$ cat src/rtl/fetch_ctrl_pkg.sv
// rtl/fetch_ctrl_pkg.sv - shared state encoding and default widths for the fetch controller
package fetch_ctrl_pkg;

    localparam int IW_DEF = 10;
    localparam int LW_DEF = 5;
    localparam int CW_DEF = 16;

    typedef enum logic [1:0] {
        ST_IDLE = 2'd0,
        ST_RUN  = 2'd1,
        ST_DONE = 2'd2
    } state_t;

endpackage

$ cat src/rtl/fetch_ctrl_jump_lut.sv
// rtl/fetch_ctrl_jump_lut.sv - constant jump-target table with combinational read
module jump_lut
    import fetch_ctrl_pkg::*;
#(
    parameter int LW = LW_DEF,
    parameter int IW = IW_DEF
) (
    input  logic [LW-1:0] i_idx,
    output logic [IW-1:0] o_target
);

    // Programmed entries; every other index reads back as zero
    always_comb begin
        o_target = '0;
        case (i_idx)
            LW'(1): o_target = IW'(2);
            LW'(2): o_target = '1;
            LW'(3): o_target = IW'(200);
            default: o_target = '0;
        endcase
    end

endmodule

$ cat src/rtl/fetch_ctrl.sv
// rtl/fetch_ctrl.sv - program-counter sequencer with run/done handshake and retired count
module fetch_ctrl
    import fetch_ctrl_pkg::*;
#(
    parameter int IW = IW_DEF,
    parameter int LW = LW_DEF,
    parameter int CW = CW_DEF
) (
    input  logic              Clk,
    input  logic              Reset,
    input  logic              Start,
    input  logic              Stall,
    input  logic              HaltReq,
    input  logic              JumpEn,
    input  logic [LW-1:0]     JumpIdx,
    input  logic              BranchEn,
    input  logic signed [7:0] BranchOff,
    output logic [IW-1:0]     InstAddress,
    output logic              Busy,
    output logic              Done,
    output logic [CW-1:0]     InstCount
);

    state_t          r_state;
    state_t          w_state_next;
    logic [IW-1:0]   r_pc;
    logic [IW-1:0]   w_pc_next;
    logic [CW-1:0]   r_cnt;
    logic [CW-1:0]   w_cnt_next;
    logic [IW-1:0]   w_jump_target;
    logic [IW-1:0]   w_off;

    jump_lut #(
        .LW (LW),
        .IW (IW)
    ) u_jump_lut (
        .i_idx    (JumpIdx),
        .o_target (w_jump_target)
    );

    // Branch offset sign-extended to PC width; the add then wraps modulo 2**IW
    assign w_off = {{(IW-8){BranchOff[7]}}, BranchOff};

    // State, PC and retired count registers
    always_ff @(posedge Clk or posedge Reset) begin
        if (Reset) begin
            r_state <= ST_IDLE;
            r_pc    <= '0;
            r_cnt   <= '0;
        end else begin
            r_state <= w_state_next;
            r_pc    <= w_pc_next;
            r_cnt   <= w_cnt_next;
        end
    end

    // Next state, next-PC priority mux and saturating retire counter
    always_comb begin
        w_state_next = r_state;
        w_pc_next    = r_pc;
        w_cnt_next   = r_cnt;
        case (r_state)
            ST_IDLE: begin
                w_pc_next = '0;
                if (Start) begin
                    w_state_next = ST_RUN;
                    w_cnt_next   = '0;
                end
            end
            ST_RUN: begin
                if (!Stall) begin
                    w_cnt_next = (&r_cnt) ? r_cnt : r_cnt + CW'(1);
                    if (HaltReq) begin
                        w_state_next = ST_DONE;
                    end else if (JumpEn) begin
                        w_pc_next = w_jump_target;
                    end else if (BranchEn) begin
                        w_pc_next = r_pc + w_off;
                    end else begin
                        w_pc_next = r_pc + IW'(1);
                    end
                end
            end
            ST_DONE: begin
                if (!Start) begin
                    w_state_next = ST_IDLE;
                    w_pc_next    = '0;
                end
            end
            default: begin
                w_state_next = ST_IDLE;
                w_pc_next    = '0;
            end
        endcase
    end

    assign InstAddress = r_pc;
    assign InstCount   = r_cnt;
    assign Busy        = (r_state == ST_RUN);
    assign Done        = (r_state == ST_DONE);

endmodule

$ cat config.mk
export PLATFORM = sky130hd
export DESIGN_NAME = fetch_ctrl
export DESIGN_NICKNAME = d
export VERILOG_FILES = /design/src/rtl/fetch_ctrl_pkg.sv /design/src/rtl/fetch_ctrl_jump_lut.sv /design/src/rtl/fetch_ctrl.sv
export SDC_FILE = /design/constraint.sdc
export NUM_CORES = 1
export LEC_CHECK = 0
export CORE_MARGIN = 1
export CORE_UTILIZATION = 45
export CTS_CLUSTER_DIAMETER = 40
export CTS_CLUSTER_SIZE = 16
export DETAILED_ROUTE_END_ITERATION = 6
export GPL_TIMING_DRIVEN = 0
export PLACE_DENSITY = 0.82
export SYNTH_ARGS = -nofsm -noshare
export SYNTH_HDL_FRONTEND = slang
export SYNTH_SLANG_ARGS = --single-unit
$ cat constraint.sdc
create_clock -name Clk -period 1.8 [get_ports Clk]
set_input_delay 0.27 -clock Clk [delete_from_list [all_inputs] [get_ports Clk]]
set_output_delay 0.27 -clock Clk [all_outputs]
set_load 0.05 [all_outputs]
==> out/metrics.cfg, run 1 <==
[timing]
rsz0062_at_grt = true
setup_ws_ns = -0.125
hold_slack_ns = 0.431
worst_pin_slew_ns = 1.11
hold_violations = 0
finalClockSkew_ns = 0.00235
min_period_ns = 1.93
setup_viol = 9
tns_ns = -0.581
slew_headroom = 0.260
period_share = 1.07
drv_slew = 0
max_freq_mhz = 519

[setup_path]
crit_chain = ha_4 > inv_2 > fa_2 > nor2b_2 > o21a_1 > o21ai_2 > nor4b_4 > o21ai_1 > a32o_1
cp-start-kind = flop
end_kind = flop
worstPathArrival_ns = 2.11
slowest_delay_ns = 0.44
crit_family = compound AO/OA/AOI/OAI gates
path_class = flop to flop
cp_slowest_cell = dfrtp_2
worst_ep_required_time_ns = 1.98
cp_max_fo = 3
crit_buf_inv = 1

[route]
wl_per_cell_um = 15.8
drt-vias-per-instance = 5.57
drc = 0
wirelength_um = 5450
num_vias = 1915
drtAntennaViolNets = 0
firstDrtPassIters = 4
drt-initial-drc-count = 131

[synthesis]
synthDistinctLibCells = 45
synth_edf_count = 0
syn_area_mm2 = 0.00196
syn_nets = 256
avgSynthCellArea_um2 = 8.71
yosysTopAreaCellShare = 0.357
ys.flop_type = dfrtp_1
postSynthCellCount = 225
yosysWarnings = 0
ys_seq_elements = 28
yosys-top-cells-area = dfrtp_1 36%, ha_1 6.4%, nand2_1 5.7%
synthArstFlopShare = 1.00
yosys.area.top_type = dfrtp_1
ys_seq_area_frac = 0.357

[clock_network]
cts_made_buffers = 3
clock-sinks = 28
cts_tree = built
htreeDepth = 1
cts-root-buf = clkbuf_8
clk_latency_ns = 0.29
clk_pin_slew_ns = 0.10
cts.path.max_buffers = 2

[floorplanning]
die-area_mm2 = 0.00462
coreArea_mm2 = 0.00409
die-height_um = 68.0
pin_count = 48
rows = 23
start_util = 0.480
fp.dieW_um = 68.0

[final_layout]
drive_above_1_share = 0.323
diodes = 0
n_fill_cell = 271
area_delta_synth_final_pct = 53.9
final_area_mm2 = 0.00302
layout.nets = 326

[status]
outcome = finished, violations left
failed_checks = setup timing

[global_routing]
grt_pass1_vias = 1675
antenna_found_initial = 0
grt_pass1_wl_um = 7790
grt_max_degree = 29
grtUsageTotal = 0.224
grt.overflow.total = 0

[place]
post-dp-hpwl_um = 3570
gp_congestion = 0.898
placedInstanceArea_mm2 = 0.00258
io_buffers = 47

[pwr]
power_density_mw_per_mm2 = 874
leakage_nw = 1.58
ir_drop_mv = 0.476

[job]
max_cap_violations = 0

[hold_path]
hold_path_class = input pin to flop

synth_stat cells, types with 2 or more instances:
master,n
a22oi_1,2
nor2b_1,3
clkbuf_1,2
ha_1,10
nor4b_1,3
nand2_1,30
buf_6,2
dfrtp_1,28
xnor2_1,11
nor2_4,2
nand3_1,9
and2_1,6
o21ai_0,11
nor2_1,20
nor3_1,4
o211ai_1,2
or2_1,2
a22o_1,4
inv_1,13
o21a_1,2
a21o_1,5
a31oi_1,2
a21oi_1,9
xor2_1,5
or2b_1,2
o21ai_1,6
nor3_2,6
nand2b_1,6
nor4_1,2
path summary, 6_finish.rpt:
check / from / end / slack [ns] / cells after the start
worst max-delay path: InstAddress[0]$_DFFE_PP0P_ / InstAddress[6]$_DFFE_PP0P_ / -0.13 / 9
worst min-delay path: Stall / r_state[1]$_DFFE_PP0P_ / 0.43 / 3
worst max register to register: InstAddress[0]$_DFFE_PP0P_ / InstAddress[6]$_DFFE_PP0P_ / -0.13 / 9
worst min register to register: r_state[1]$_DFFE_PP0P_ / r_state[0]$_DFFE_PP0P_ / 0.49 / 1
max in group asynchronous: Reset / InstAddress[6]$_DFFE_PP0P_ / 0.50 / 2
min in group asynchronous: Reset / InstCount[14]$_DFFE_PP0P_ / 0.56 / 2
kinds of logic (layout without fill, tap and decap cells):
logic type               Yosys count  count (layout)  share of synthesized area
AND/OR/NAND/NOR                  103             103                      0.289
multiplexers                       1               1                    0.00511
XOR/XNOR                          16              16                     0.0715
buffers and inverters             18              87                     0.0479
adder cells (fa/ha/maj)           11              11                     0.0740
flip-flops                        28              28                      0.357
AO/OA/AOI/OAI                     48              48                      0.155
layout by cell type, fill, tap and decap left out, types with 3 or more instances in the layout:
cell             count
a21o_1               5
a21oi_1              5
a21oi_2              4
a22o_1               4
and2_1               3
and2_4               3
buf_4               16
buf_6                3
clkbuf_1             3
clkbuf_8             3
clkdlybuf4s15_2      3
clkdlybuf4s50_1     15
dfrtp_1             11
dfrtp_2             17
dlygate4sd2_1        9
dlymetal6s2s_1      20
ha_4                 9
inv_1                9
inv_2                4
nand2_1             27
nand2_2              3
nand2b_1             5
nand3_1              8
nor2_1              18
nor3_2               7
o21ai_0              8
o21ai_1              7
o21ai_2              3
xnor2_1             11
xor2_1               5
registers in the layout, summed over array words and instances, names as in the netlist:
name and count:
r_state 2, InstCount 16, InstAddress 10
power breakdown:
part           switching (mW)  internal (mW)
Combinational           0.821          0.640
Sequential             0.0887          0.709
Clock                   0.219          0.160
area by class of cell:
class                   instances  area, um2  share of cell area
multi-input cells             179       1420               0.470
well taps                      50       62.6              0.0207
inverters                      13       48.8              0.0162
flip-flops and latches         28        722               0.239
repair buffers                 65        669               0.222
clock buffers                   4       45.0              0.0149
plain buffers                   5       50.0              0.0166
repair_timing:
action	in CTS	in global routing
pin swaps	9	22
setup buffers	3	13
hold buffers	0	0
resized for setup	25	56
cloned	0	2
hold endpoints to repair	0	0
setup endpoints to repair	16	31
stage by stage:
stage                util  setup slack, ns  std cells  total power [mW]
floorplan               -           -0.104        225              1.62
global placement    0.631           -0.693        322              1.93
detailed placement  0.631           -0.737        322              1.96
CTS                 0.652           -0.162        329              2.31
global route        0.738           -0.197        344              2.76
finish              0.738           -0.125        344              2.64
tightest hold or removal path: stages:
cell and delay, ns:
dlymetal6s2s_1 0.17, nand2b_1 0.16, o21ai_0 0.08
per-layer routing:
layer | vias up | routed length, um | track usage | share of wire
met2 | 63 | 2660 | 0.360 | 0.49
li1 | 911 | - | - | -
met3 | 9 | 268 | 0.0350 | 0.049
met5 | - | 0 | 0 | 0
met1 | 932 | 2470 | 0.313 | 0.45
met4 | 0 | 58 | 0.0495 | 0.011
(Power assumes the default switching activity.)
==> run 2, diff against run 1 <==
--- a/config.mk
+++ b/config.mk
@@ -11,6 +11,7 @@
 export CTS_CLUSTER_SIZE = 16
 export DETAILED_ROUTE_END_ITERATION = 6
 export GPL_TIMING_DRIVEN = 0
+export HOLD_SLACK_MARGIN = 0.03
 export PLACE_DENSITY = 0.82
 export SYNTH_ARGS = -nofsm -noshare
 export SYNTH_HDL_FRONTEND = slang
==> results of run 2 <==
No change in the layout: final DEF, timing and power equal those of run 1.
